--- config.mk ---
export PLATFORM = sky130hd
export DESIGN_NAME = serial_word_loader
export DESIGN_NICKNAME = d
export VERILOG_FILES = /design/src/rtl/serial_word_loader.sv
export SDC_FILE = /design/constraint.sdc
export NUM_CORES = 1
export LEC_CHECK = 0
export ABC_AREA = 1
export CAP_MARGIN = 10
export CORE_MARGIN = 2
export CORE_UTILIZATION = 40
export DETAILED_ROUTE_END_ITERATION = 12
export HOLD_SLACK_MARGIN = 0.03
export PLACE_DENSITY = 0.69
export RECOVER_POWER = 25
export SLEW_MARGIN = 25
export SYNTH_ARGS = -nofsm -noshare
export SYNTH_HDL_FRONTEND = slang
export SYNTH_SLANG_ARGS = --single-unit
--- constraint.sdc ---
create_clock -name clock -period 1.4 [get_ports clock]
set_input_delay 0.28 -clock clock [delete_from_list [all_inputs] [get_ports clock]]
set_output_delay 0.28 -clock clock [all_outputs]
set_load 0.05 [all_outputs]
--- src/rtl/serial_word_loader.sv ---
// ============================================================================
// serial_word_loader : framed serial-to-parallel word assembler with load strobe
// Optional even-parity check: define SERIAL_WORD_LOADER_PARITY_EN.  Rev 1.0
// ============================================================================
`default_nettype none

module serial_word_loader #(
    parameter int N         = 8,
    parameter bit MSB_FIRST = 1'b1
) (
    input  logic         clock,
    input  logic         resetN,
    input  logic         sync_clear,
    input  logic         frame_start,
    input  logic         ser_valid,
    input  logic         ser_data,
    output logic         word_en,
    output logic [N-1:0] word,
    output logic         busy,
    output logic         frame_err,
    output logic         parity_err
);

    localparam int            CW         = $clog2(N + 1);
    localparam logic [CW-1:0] c_LAST     = CW'(N - 1);
    localparam logic [1:0]    c_ST_IDLE  = 2'd0;
    localparam logic [1:0]    c_ST_SHIFT = 2'd1;
`ifdef SERIAL_WORD_LOADER_PARITY_EN
    localparam logic [1:0]    c_ST_PARITY = 2'd2;
`endif

    logic [1:0]    state_q, state_d;
    logic [CW-1:0] cnt_q, cnt_d;
    logic [N-1:0]  shift_q, shift_d;
    logic [N-1:0]  word_q, word_d;
    logic          word_en_q, word_en_d;
    logic          frame_err_q, frame_err_d;
    logic [N-1:0]  w_shift_next;
`ifdef SERIAL_WORD_LOADER_PARITY_EN
    logic          parity_err_q, parity_err_d;
`endif

    generate
        if (MSB_FIRST) begin : g_msb_first
            assign w_shift_next = {shift_q[N-2:0], ser_data};
        end else begin : g_lsb_first
            assign w_shift_next = {ser_data, shift_q[N-1:1]};
        end
    endgenerate

    // State and datapath registers
    always_ff @(posedge clock or negedge resetN) begin
        if (!resetN) begin
            state_q      <= c_ST_IDLE;
            cnt_q        <= '0;
            shift_q      <= '0;
            word_q       <= '0;
            word_en_q    <= 1'b0;
            frame_err_q  <= 1'b0;
`ifdef SERIAL_WORD_LOADER_PARITY_EN
            parity_err_q <= 1'b0;
`endif
        end else begin
            state_q      <= state_d;
            cnt_q        <= cnt_d;
            shift_q      <= shift_d;
            word_q       <= word_d;
            word_en_q    <= word_en_d;
            frame_err_q  <= frame_err_d;
`ifdef SERIAL_WORD_LOADER_PARITY_EN
            parity_err_q <= parity_err_d;
`endif
        end
    end

    // Next state: sync_clear beats frame_start, which beats data acceptance
    always_comb begin
        state_d = state_q;
        if (sync_clear) begin
            state_d = c_ST_IDLE;
        end else if (frame_start) begin
            state_d = c_ST_SHIFT;
        end else if (ser_valid) begin
            case (state_q)
                c_ST_SHIFT: begin
                    if (cnt_q == c_LAST) begin
`ifdef SERIAL_WORD_LOADER_PARITY_EN
                        state_d = c_ST_PARITY;
`else
                        state_d = c_ST_IDLE;
`endif
                    end
                end
`ifdef SERIAL_WORD_LOADER_PARITY_EN
                c_ST_PARITY: state_d = c_ST_IDLE;
`endif
                default: state_d = state_q;
            endcase
        end
    end

    // Datapath and strobe next values
    always_comb begin
        cnt_d        = cnt_q;
        shift_d      = shift_q;
        word_d       = word_q;
        word_en_d    = 1'b0;
        frame_err_d  = 1'b0;
`ifdef SERIAL_WORD_LOADER_PARITY_EN
        parity_err_d = 1'b0;
`endif
        if (sync_clear) begin
            cnt_d   = '0;
            shift_d = '0;
        end else if (frame_start) begin
            cnt_d       = '0;
            shift_d     = '0;
            frame_err_d = (state_q != c_ST_IDLE);
        end else if (ser_valid) begin
            case (state_q)
                c_ST_SHIFT: begin
                    shift_d = w_shift_next;
                    if (cnt_q == c_LAST) begin
                        cnt_d = '0;
`ifndef SERIAL_WORD_LOADER_PARITY_EN
                        word_d    = w_shift_next;
                        word_en_d = 1'b1;
`endif
                    end else begin
                        cnt_d = cnt_q + CW'(1);
                    end
                end
`ifdef SERIAL_WORD_LOADER_PARITY_EN
                c_ST_PARITY: begin
                    shift_d = '0;
                    if (^{shift_q, ser_data}) begin
                        parity_err_d = 1'b1;
                    end else begin
                        word_d    = shift_q;
                        word_en_d = 1'b1;
                    end
                end
`endif
                default: cnt_d = cnt_q;
            endcase
        end
    end

    // Outputs: all decoded from registers only
    always_comb begin
        word_en    = word_en_q;
        word       = word_q;
        busy       = (state_q != c_ST_IDLE);
        frame_err  = frame_err_q;
`ifdef SERIAL_WORD_LOADER_PARITY_EN
        parity_err = parity_err_q;
`else
        parity_err = 1'b0;
`endif
    end

endmodule

`default_nettype wire

==> results of run 1 <==
synth_stat cells, types with 2 or more instances:
cell and count:
nor2_1 2, o21ai_0 2, nand2_1 19, inv_1 13
dfrtp_1 22, o21ai_2 8, o22ai_1 7, nor2_4 2
nand3_1 3, nand2_2 3
state kept, by name (all words and copies together), names as in the netlist:
signal and cells:
cnt_q 4, shift_q 7, state_q 1, word_en 1
frame_err 1, word 8
layout make-up:
class	count	area, um2
inverters	14	52.6
fillers	193	888
repair buffers	23	320
multi-input cells	54	338
clock buffers	4	26.3
flip-flops and latches	22	552
well taps	28	35.0
per-stage QoR:
step	setup TNS (ns)	hold WS (ns)
global placement	-0.750	0.507
detailed placement	-1.05	0.518
CTS	0	0.323
finish	0	0.470
global route	0	0.525
floorplan	0	-0.0156
worst max-delay path: cells and delay by family, from the launching register on:
kind | cells | cell delay [ns]
flip-flops | 1 | 0.41
adder cells (fa/ha/maj) | 1 | 0.21
AO/OA/AOI/OAI | 1 | 0.05
AND/OR/NAND/NOR | 4 | 0.51
layer usage:
layer | track usage, % | vias up | wire (um)
li1 | - | 347 | -
met3 | 2.86 | 2 | 71
met5 | 0 | - | 0
met2 | 27.7 | 15 | 930
met1 | 17.0 | 335 | 726
met4 | 5.13 | 0 | 9
worst max path at each step:
stage          endpoint  slack (ns)  cells past startpoint
2_1_floorplan   word[2]        0.15                      6
3_3_place_gp    word[7]       -0.07                      5
3_5_place_dp    word[0]       -0.09                      6
4_1_cts         word[3]        0.04                      6
5_1_grt         word[6]        0.01                      6
6_report        word[3]        0.11                      6
cells by family after synthesis:
family / after synthesis
AND/OR/NAND/NOR: 32
flip-flops: 22
AO/OA/AOI/OAI: 18
buffers and inverters: 16
XOR/XNOR: 1
adder cells (fa/ha/maj): 1
other: 1
where the power goes:
part | switching (mW) | leakage (nW) | total [mW] | internal (mW)
registers | 0.00680 | 0.304 | 0.648 | 0.641
logic | 0.0633 | 0.281 | 0.108 | 0.0446
clock network | 0.178 | 0.0150 | 0.289 | 0.111
total | 0.248 | 0.599 | 1.04 | 0.797
repair_timing:
action | CTS | global route
gates resized for setup | 0 | 2
setup buffers | 0 | 0
hold endpoints to repair | 0 | 0
endpoints found under the setup margin | 0 | 8
==> results.json, run 1 <==
{
  "via_per_inst": 4.82,
  "slowest_stage": "dfrtp_1",
  "start_kind": "register",
  "clock_sinks": 22,
  "cts-root-buf": "clkbuf_4",
  "reg2reg_depth": 6,
  "grt_pass1_vias": 695,
  "fmax_ghz": 0.774,
  "wl_per_cell_um": 12.0,
  "dp_slack_ns": -0.0882,
  "min_path_type": "in2async",
  "final_util_pct": 59.8,
  "p_total_mw": 1.04,
  "cts_tree": "built",
  "p_leak_nw": 0.599,
  "fin_crit_ns": 1.29,
  "status": "completed",
  "numCtsBuffers": 3,
  "synthMuxAreaShare_pct": 0,
  "num_vias": 699,
  "dp_cells": 140,
  "ir_worst_vdd_mv": 0.549,
  "reg2reg_slack_ns": 0.11,
  "synth_edf_count": 0,
  "synth_fa_ha_area_share_pct": 1.33,
  "overflow": 0,
  "cts_hold_buf": 0,
  "postSynthCellCount": 91,
  "cellPowerDensity_nw_per_um2": 789,
  "crit_path_end_kind": "register",
  "synth_compound_area_share_pct": 13.7,
  "htreeDepth": 1,
  "yosys.area_share.xor_xnor_pct": 0.932,
  "synth_top_family_by_area": "simple AND/OR/NAND/NOR gates",
  "path_max_fanout": 9,
  "synth_cell_types": 20,
  "fin_crit_sh_pct": 92.3,
  "grt_pass1_wl_mm": 2.99,
  "chipHeight_um": 52.5,
  "final_common_cell": "dfrtp_1",
  "syn-num-nets": 98,
  "place_hpwl_mm": 1.30,
  "ys_top_cells_by_area": "dfrtp_1 (59%), nand2_1 (7.6%), o21ai_2 (7.5%)",
  "path_clk_slew_ns": 0.12,
  "synth-simple-area-share_pct": 17.4,
  "tightest_slew_ns": 0.527,
  "regToRegEndpoint": "word[3]",
  "die_area_um2": 2750,
  "core-area_um2": 2210,
  "dpl-instance-area_um2": 1280,
  "fin_skew_ns": 0.0129,
  "synth-seq-area-share_pct": 58.6,
  "pin_count": 18,
  "syn_area_um2": 940,
  "crit_required_ns": 1.59,
  "fin_area_um2": 1320,
  "syn2layout_area_growth_pct": 40.9,
  "clk_latency_ns": 0.30,
  "setup_viol": 0,
  "clock_path_buffers": 2,
  "setup.worst_path.start": "cnt_q[0]",
  "drtIter0Drc": 6,
  "port_buffers": 16,
  "ant_nets": 0,
  "slew_headroom_pct": 64.8,
  "critPathArrivalTime_ns": 1.48,
  "yosysWarnings": 0,
  "ys_async_sr_fraction_pct": 100,
  "synth_largest_area_cell": "dfrtp_1",
  "path_cells": "ha_2, nand2_2, nor2_4, nand3_4, nand2_1, o21ai_2",
  "drc": 0,
  "antenna_found_initial": 0,
  "final_cell_mix": "dfrtp_1 (21), nand2_1 (19), inv_1 (13), buf_12 (11), o21ai_2 (8)",
  "layout.nets": 125,
  "syn_avg_cell_area_um2": 10.3,
  "layoutNonFillerInstCount": 145,
  "rsz0062_at_grt": "false",
  "crit_path_max_incr_delay_ns": 0.41,
  "grt_max_degree": 23,
  "rows": 17,
  "maxCapViolations": 0,
  "wl_mm": 1.74,
  "firstDrtPassIters": 4,
  "initial_utilization_pct": 42.5,
  "ys_ff_latch": 22,
  "gp_congestion": 0.736,
  "grt_usage_pct": 15.0,
  "path_class": "reg2reg",
  "die_w_um": 52.5,
  "layout_setup_ws_ns": 0.108,
  "ys_dominant_reg_cell": "dfrtp_1",
  "hold_viol": 0,
  "drive_gt1_share_pct": 33.3,
  "synth_top_area_share_pct": 58.6,
  "antenna_cells": 0,
  "r2r-start": "cnt_q[0]",
  "finalMaxSlewViolations": 0
}
Power figures use the tool's default switching activity.
==> run 2, diff against run 1 <==
--- a/config.mk
+++ b/config.mk
@@ -13,7 +13,7 @@
 export HOLD_SLACK_MARGIN = 0.03
 export PLACE_DENSITY = 0.69
 export RECOVER_POWER = 25
-export SLEW_MARGIN = 25
+export SLEW_MARGIN = 20
 export SYNTH_ARGS = -nofsm -noshare
 export SYNTH_HDL_FRONTEND = slang
 export SYNTH_SLANG_ARGS = --single-unit
==> results of run 2 <==
No change in the layout: final DEF, timing and power equal those of run 1.
==> run 3, diff against run 2 <==
--- a/config.mk
+++ b/config.mk
@@ -7,11 +7,13 @@
 export LEC_CHECK = 0
 export ABC_AREA = 1
 export CAP_MARGIN = 10
+export CELL_PAD_IN_SITES_DETAIL_PLACEMENT = 1
+export CELL_PAD_IN_SITES_GLOBAL_PLACEMENT = 1
 export CORE_MARGIN = 2
-export CORE_UTILIZATION = 40
+export CORE_UTILIZATION = 38
 export DETAILED_ROUTE_END_ITERATION = 12
 export HOLD_SLACK_MARGIN = 0.03
-export PLACE_DENSITY = 0.69
+export PLACE_DENSITY = 0.81
 export RECOVER_POWER = 25
 export SLEW_MARGIN = 20
 export SYNTH_ARGS = -nofsm -noshare
==> run 3 against run 2 <==
Net effect:
- non-clock buffer count is 3 lower
- register-to-register slack got worse by 0.06 ns
- count of clock-buffer cells in the layout did not move
- setup slack got worse by 0.057 ns
- maximum frequency shrank 4.2%
- core utilization is 5.6 points lower
- die area increased by 4.9%
- critical path type unchanged
- critical endpoint is now word[6]
- largest cell class unchanged
- largest power group unchanged
- highest routed layer unchanged
==> results.json, run 3 (same netlist as run 1, synthesis figures left out) <==
{
  "grt_usage_pct": 17.7,
  "antenna_found_initial": 0,
  "fin_crit_ns": 1.35,
  "core-area_um2": 2410,
  "status": "completed",
  "largest_register_ffs": 8,
  "cts_tree": "built",
  "crit_path_end_kind": "register",
  "numCtsBuffers": 3,
  "chipHeight_um": 53.7,
  "antenna_cells": 0,
  "drtIter0Drc": 6,
  "hold_viol": 0,
  "dpl-instance-area_um2": 1260,
  "p_comb_share_pct": 9.9,
  "final_common_cell": "dfrtp_1",
  "min_path_type": "in2async",
  "clk_latency_ns": 0.30,
  "use_met2_pct": 32.5,
  "grt-busiest-layer": "met2",
  "fin_crit_sh_pct": 96.4,
  "layoutNonFillerInstCount": 144,
  "grt_pass1_wl_mm": 3.57,
  "drc": 0,
  "final_cell_mix": "dfrtp_1 (21), nand2_1 (18), inv_1 (13), buf_12 (11), o21ai_2 (8)",
  "overflow": 0,
  "rsz0062_at_grt": "true",
  "layout.nets": 122,
  "syn2layout_area_growth_pct": 39.0,
  "gp_congestion": 0.729,
  "initial_utilization_pct": 39.0,
  "setup_viol": 0,
  "fin_skew_ns": 0.00135,
  "wl_per_cell_um": 14.4,
  "clock_sinks": 22,
  "htreeDepth": 1,
  "slew_headroom_pct": 63.9,
  "finalMaxSlewViolations": 0,
  "cts-root-buf": "clkbuf_4",
  "fin_area_um2": 1310,
  "die_w_um": 53.7,
  "rows": 18,
  "grt_max_degree": 23,
  "crit_required_ns": 1.61,
  "critPathArrivalTime_ns": 1.56,
  "path_max_fanout": 9,
  "cellPowerDensity_nw_per_um2": 806,
  "maxCapViolations": 0,
  "swShare_pct": 24.8,
  "start_kind": "register",
  "p_total_mw": 1.05,
  "firstDrtPassIters": 2,
  "cts_hold_buf": 0,
  "p_clk_share_pct": 28.5,
  "place_hpwl_mm": 1.51,
  "reg2reg_depth": 6,
  "tightest_slew_ns": 0.542,
  "via_per_inst": 4.94,
  "fin_setup_tns_ns": 0,
  "port_buffers": 16,
  "met3_usage_pct": 2.78,
  "die_area_um2": 2890,
  "drive_gt1_share_pct": 32.5,
  "path_class": "reg2reg",
  "pin_count": 18,
  "timing.hold.ws_ns": 0.482,
  "fmax_ghz": 0.741,
  "num_vias": 712,
  "pwr-share-seq_pct": 61.6,
  "met1_usage_pct": 20.4,
  "internal-power_uw": 792,
  "ant_nets": 0,
  "ir_worst_vdd_mv": 0.516,
  "wl_mm": 2.08,
  "grt_pass1_vias": 795,
  "p_switching_uw": 261,
  "dp_cells": 139,
  "path_clk_slew_ns": 0.12,
  "p_leak_nw": 0.586,
  "clock_path_buffers": 2
}
==> run 3: metrics by stage <==
stage | utilization, % | worst slack, ns
after global placement | 52.3 | -0.100
after CTS | 54.1 | 0.0162
after detailed placement | 52.3 | -0.156
final | 54.2 | 0.0510
after floorplan | - | 0.148
after global routing | 54.2 | -0.0803
==> run 3: metal layers <==
layer	vias to the layer above	wire [um]
met4	0	32
met1	353	829
met5	-	0
li1	340	-
met3	4	75
met2	15	1140
==> run 3: final cells by class <==
type                       instances  area, um2
fill                             257       1100
sequential                        22        552
multi-input combinational         54        340
timing repair buffer              20        298
inverter                          14       52.6
tap                               30       37.5
clock buffer                       4       26.3
==> run 3: power groups by stage <==
stage          logic, mW  registers [mW]  clock network [mW]
6_report           0.104           0.649               0.300
5_1_grt            0.113           0.650               0.321
4_1_cts            0.107           0.649               0.311
3_5_place_dp       0.103           0.661                   0
3_3_place_gp      0.0986           0.660                   0
2_1_floorplan     0.0313           0.671                   0
==> run 3: path summary, 6_finish.rpt <==
path	start	endpoint	slack [ns]
max	cnt_q[0]	word[6]	0.05
min	resetN	word[3]	0.48
max reg2reg	cnt_q[0]	word[6]	0.05
min reg2reg	shift_q[6]	word[7]	0.55
max in group asynchronous	resetN	state_q[0]	0.53
min in group clock	shift_q[6]	word[7]	0.55
==> run 3: worst max-delay path, cell delays in order (launching register included) <==
cell and delay, ns:
dfrtp_1 0.43, ha_2 0.23, nand2_2 0.09, nor2_4 0.18, nand3_4 0.16, nand2_1 0.11
o21ai_2 0.05
==> run 3: timing repair <==
action	CTS	global route
setup endpoints to repair	7	12
pin swaps	0	0
gates resized for setup	1	2
buffers inserted	0	0
gates cloned	1	0
==> patch 1 (flow settings as in run 2) <==
Register the output `word`; this adds one clock of latency there. The other outputs are not delayed to match.
--- a/src/rtl/serial_word_loader.sv
+++ b/src/rtl/serial_word_loader.sv
@@ -25,6 +25,8 @@
     localparam logic [CW-1:0] c_LAST     = CW'(N - 1);
     localparam logic [1:0]    c_ST_IDLE  = 2'd0;
     localparam logic [1:0]    c_ST_SHIFT = 2'd1;
+
+    logic [N-1:0] word_c;
 `ifdef SERIAL_WORD_LOADER_PARITY_EN
     localparam logic [1:0]    c_ST_PARITY = 2'd2;
 `endif
@@ -149,7 +151,7 @@
     // Outputs: all decoded from registers only
     always_comb begin
         word_en    = word_en_q;
-        word       = word_q;
+        word_c     = word_q;
         busy       = (state_q != c_ST_IDLE);
         frame_err  = frame_err_q;
 `ifdef SERIAL_WORD_LOADER_PARITY_EN
@@ -159,6 +161,14 @@
 `endif
     end
 
+    always_ff @(posedge clock or negedge resetN) begin
+        if (!resetN) begin
+            word <= '0;
+        end else begin
+            word <= word_c;
+        end
+    end
+
 endmodule
 
 `default_nettype wire
Formal check against the unedited RTL: not equivalent (a bounded check fails within 10 cycles, from zero or initial values and one cycle with resetN low).
==> patch 1 against run 2 <==
  * Total power is 45% higher
  * Non-clock buffer count is 2 lower
  * Cell area is 16% higher
  * Clock power is 89% higher
  * Count of clock-buffer cells in the layout is 2 higher
  * Wire length is 6.1% higher
  * Area after synthesis is 21% higher
  * Core utilization is 3.7 points lower
  * Fmax is 1.6% higher
  * Combinational power is 11% lower
  * Via count is 9.4% higher
  * Sequential cell count is 8 higher
  * Critical path depth is 1 lower
  * Setup slack better by 0.020 ns
  * Largest cell class unchanged
==> patch 1: results (changes against run 2) <==
metric,value,unit,change
HP Start,word_c[1],,
Synth area leaders,"dfrtp_1, o21ai_2, nand2_1",,
Synth Area in XOR/XNOR,0.773,%,-0.16 points
Placer Congestion,0.692,,-5.9%
synth warn,0,,unchanged
Clock Tree Root,clkbuf_4,,
HP Class,reg2reg,,
"Slowest-stage cell, CP",dfrtp_1,,
Routed WL,1840,µm,+6.1%
"Clk Latency, worst-skew pair",0.33,ns,+0.03 ns
number of DRC markers in iteration 0,6,,unchanged
Post-synth top cells,"dfrtp_1, nand2_1, inv_1, o21ai_2, o22ai_1",,
R2R depth,5,,-1
outcome,"complete, no violations",,
placed cell areas,1480,µm²,+15%
R2R Path End,word_c[1],,
predominant post-synthesis flop cell,dfrtp_1,,
Final HPWL DP,1260,µm,-2.9%
Layout Skew,0.00640,ns,-0.00646 ns
Slew @ Worst Pin,0.703,ns,+0.176 ns
CTS H-tree lvls,2,,+1
clock-pin slew on the worst setup and hold paths,0.10,ns,-0.02 ns
Place WS,-0.105,ns,-0.0172 ns
sink of the worst hold path,word[1],,
total CTS buffers,5,,+2
net count after synthesis,108,,+10%
post-DR vias/cell,4.78,,-0.82%
largest net degree at the start of global routing,31,,+35%
WHS Path Cells,0,,
Ant. Diodes,0,,unchanged
global-route wire length before repair,3220,µm,+7.6%
Post-synth EDFFs,0,,unchanged
global-route track usage on met1,14.2,%,-2.8 points
initial antenna violation count,0,,unchanged
CP max FO,8,,-1
vias in the first global route,758,,+9.1%
r2r startpoint,cnt_q[0],,
post-synthesis mux area share,0,%,unchanged
"CP delay by family, top",simple AND/OR/NAND/NOR gates,,
LEAKAGE,0.723,nW,+21%
Worst Path Arrival,1.53,ns,+0.05 ns
Fillers,222,,+15%
Compound-Gate Fraction of Synth Area,11.4,%,-2.3 points
Port Buf Inserts,16,,unchanged
Worst path max stage delay,0.40,ns,
Detailed Routing Iterations Pass 1,4,,unchanged
Post-Synth Adder-Cell Area,1.10,%,-0.23 points
fin nets,135,,+8.0%
share of cells above drive strength 1,31.8,%,-1.6 points
CTS max path bufs,2,,unchanged
sequential fraction of the synthesis area,66.2,%,+7.6 points
Max VDD drop,0.000679,V,+24%
Cell variety after synth,20,,unchanged
grt met2 use,21.8,%,-5.9 points
ys async rst share,100,%,unchanged
GRT met3 Usage,7.71,%,+4.9 points
total global-route track usage,13.6,%,-1.4 points
R2R Setup Slk,0.13,ns,+0.02 ns
[patch 1: changes by cell type in the layout (fill, tap and decap cells not counted), moves of 2 or more]
cell,change
nor2_1,+4
nand3_4,-2
clkbuf_4,+2
buf_4,-2
dfrtp_1,+8
[patch 1: through the flow]
step	hold slack [ns]	utilization (%)	total power, mW	std cells	TNS, ns
after floorplan	-0.0156	-	0.934	101	0
after global placement	0.363	54.0	0.996	151	-0.437
after detailed placement	0.365	54.0	0.998	151	-0.984
after CTS	0.287	56.3	1.55	159	0
after global routing	0.395	56.2	1.59	160	0
final	0.380	56.2	1.52	160	0
[patch 1: cell families (layout without fill, tap and decap cells)]
group,after synthesis,after routing
other,1,1
buffers and inverters,16,43
xor gates and xnor gates,1,1
DFF,30,30
AOI/OAI and AO/OA,18,18
adders and majority gates,1,1
and+or+nand+nor,34,35
[patch 1: how the worst max path moves through the flow]
stage,start,end,slack [ns],cells after the start
4_1_cts,cnt_q[0],word_c[1],0.11,6
5_1_grt,cnt_q[0],word_c[1],0.01,5
6_report,cnt_q[0],word_c[1],0.13,5
3_5_place_dp,sync_clear,word_c[1],-0.11,7
3_3_place_gp,sync_clear,word_en,-0.06,7
2_1_floorplan,state_q[0],word_c[6],0.10,6
[patch 1: what timing repair did]
item,CTS,global route
gates resized for setup,0,1
setup buffers,0,0
setup endpoints to repair,0,3
hold buffers,0,0
[patch 1: layer usage]
layer,share of wire [%],vias to the layer above
li1,-,378
met1,41,360
met2,50,21
met3,7.1,6
met4,2.1,0
met5,0,-
[patch 1: area by class of cell]
cell class | instances | area [µm²] | area share [%]
clock buffer | 6 | 51.3 | 3.34
clock inverter | 2 | 12.5 | 0.815
inverter | 14 | 52.6 | 3.42
multi-input combinational | 56 | 323 | 21.0
sequential | 30 | 752 | 49.0
tap | 31 | 38.8 | 2.53
timing repair buffer | 21 | 305 | 19.9
[patch 1: where the power goes]
| part | switching, mW | leakage (nW) | internal (mW) | total [mW] |
|---|---|---|---|---|
| Clock | 0.304 | 0.0343 | 0.241 | 0.545 |
| Combinational | 0.0588 | 0.273 | 0.0369 | 0.0957 |
| Sequential | 0.00693 | 0.416 | 0.871 | 0.878 |
| Total | 0.369 | 0.723 | 1.15 | 1.52 |
==> patch 2 (config.mk and constraints of run 2) <==
Without the edit above. Change the parameter `N` from 8 to 16.
--- a/src/rtl/serial_word_loader.sv
+++ b/src/rtl/serial_word_loader.sv
@@ -5,7 +5,7 @@
 `default_nettype none
 
 module serial_word_loader #(
-    parameter int N         = 8,
+    parameter int N         = 16,
     parameter bit MSB_FIRST = 1'b1
 ) (
     input  logic         clock,
Ports: changed (resized word); port bits go from 18 to 26. No check against the original RTL was run, so the function may have changed too.
==> patch 2 against run 2 <==
  * Cell area rose by 71%
  * Largest cell class unchanged
  * Area after synthesis rose by 70%
  * Largest power group unchanged
  * Total power rose by 93%
  * Cell count rose by 63%
  * Sequential power rose by 76%
  * Sequential cell count rose by 17
  * Via count rose by 62%
  * Setup slack got worse by 0.039 ns
  * Wire length rose by 76%
  * Highest routed layer unchanged
  * Critical path type unchanged
==> patch 2: results (changes against run 2) <==
metric,value,unit,change
Slew @ Worst Pin,0.571,ns,+0.0440 ns
outcome,"complete, no violations",,
Clock Tree Root,clkbuf_8,,
share of cells above drive strength 1,32.8,%,-0.53 points
placed cell areas,2150,µm²,+68%
wire length per cell,12.9,µm,+7.7%
vias in the first global route,1177,,+69%
grt met2 use,27.2,%,-0.48 points
global-route wire length before repair,5140,µm,+72%
Max VDD drop,0.000521,V,-5.1%
Non-Filler Instances,237,,+63%
Cell variety after synth,21,,+5.0%
Mapped Cells,151,,+66%
total global-route track usage,15.7,%,+0.72 points
LEAKAGE,1.03,nW,+72%
clock-pin slew on the worst setup and hold paths,0.07,ns,-0.05 ns
Synth area leaders,"dfrtp_1, o21ai_2, nand2_1",,
Final HPWL DP,2310,µm,+79%
net count after synthesis,158,,+61%
Layout Skew,0.00360,ns,-0.00927 ns
global-route track usage on met1,17.3,%,+0.30 points
Fillers,316,,+64%
largest net degree at the start of global routing,24,,+4.3%
Port Buf Inserts,24,,+8
Placer Congestion,0.800,,+8.8%
Place WS,-0.222,ns,-0.134 ns
vias post-DR,1134,,+62%
number of flip-flops in the largest register,16,,+8
GRT met3 Usage,5.50,%,+2.6 points
CP max FO,20,,+11
[patch 2: cell families after synthesis]
group,share of synthesized area (%)
buffers and inverters,9.31
other,0.235
AO/OA/AOI/OAI,15.3
AND/OR/NAND/NOR,12.8
adder cells (fa/ha/maj),0.782
multiplexers,0.626
flip-flops,61.0
[patch 2: what timing repair did]
action                                  in CTS  in global routing
endpoints found under the setup margin       2                  7
resized for setup                            1                  0
setup buffers                                0                  2
hold buffers                                 1                  0
hold endpoints to repair                    21                  0
gates cloned                                 0                  0
[patch 2: where the power goes]
| group | internal [mW] | total, mW | switching (mW) |
|---|---|---|---|
| Combinational | 0.0519 | 0.132 | 0.0802 |
| Clock | 0.386 | 0.747 | 0.362 |
| Sequential | 1.13 | 1.14 | 0.00693 |
| Total | 1.57 | 2.02 | 0.449 |
[patch 2: metrics by stage]
stage	util, %	TNS [ns]
6_report	60.4	0
5_1_grt	60.4	-0.00119
4_1_cts	60.0	0
3_5_place_dp	57.4	-5.78
3_3_place_gp	57.4	-4.23
2_1_floorplan	-	0
[patch 2: layout make-up]
| type | count | area share [%] |
|---|---|---|
| clock buffers | 6 | 3.65 |
| clock inverters | 1 | 0.221 |
| repair buffers | 38 | 25.1 |
| inverters | 24 | 3.99 |
| well taps | 48 | 2.66 |
| flip-flops and latches | 39 | 43.2 |
| multi-input cells | 81 | 21.1 |
[patch 2: final timing paths]
| path | end | cells after the start | slack (ns) |
|---|---|---|---|
| setup / recovery | word[4] | 7 | 0.07 |
| hold / removal | word[15] | 2 | 0.51 |
| setup reg to reg | word[4] | 7 | 0.07 |
| hold reg to reg | word[6] | 2 | 0.54 |
| max in group asynchronous | state_q[0] | 3 | 0.23 |
| min in group clock | word[6] | 2 | 0.54 |
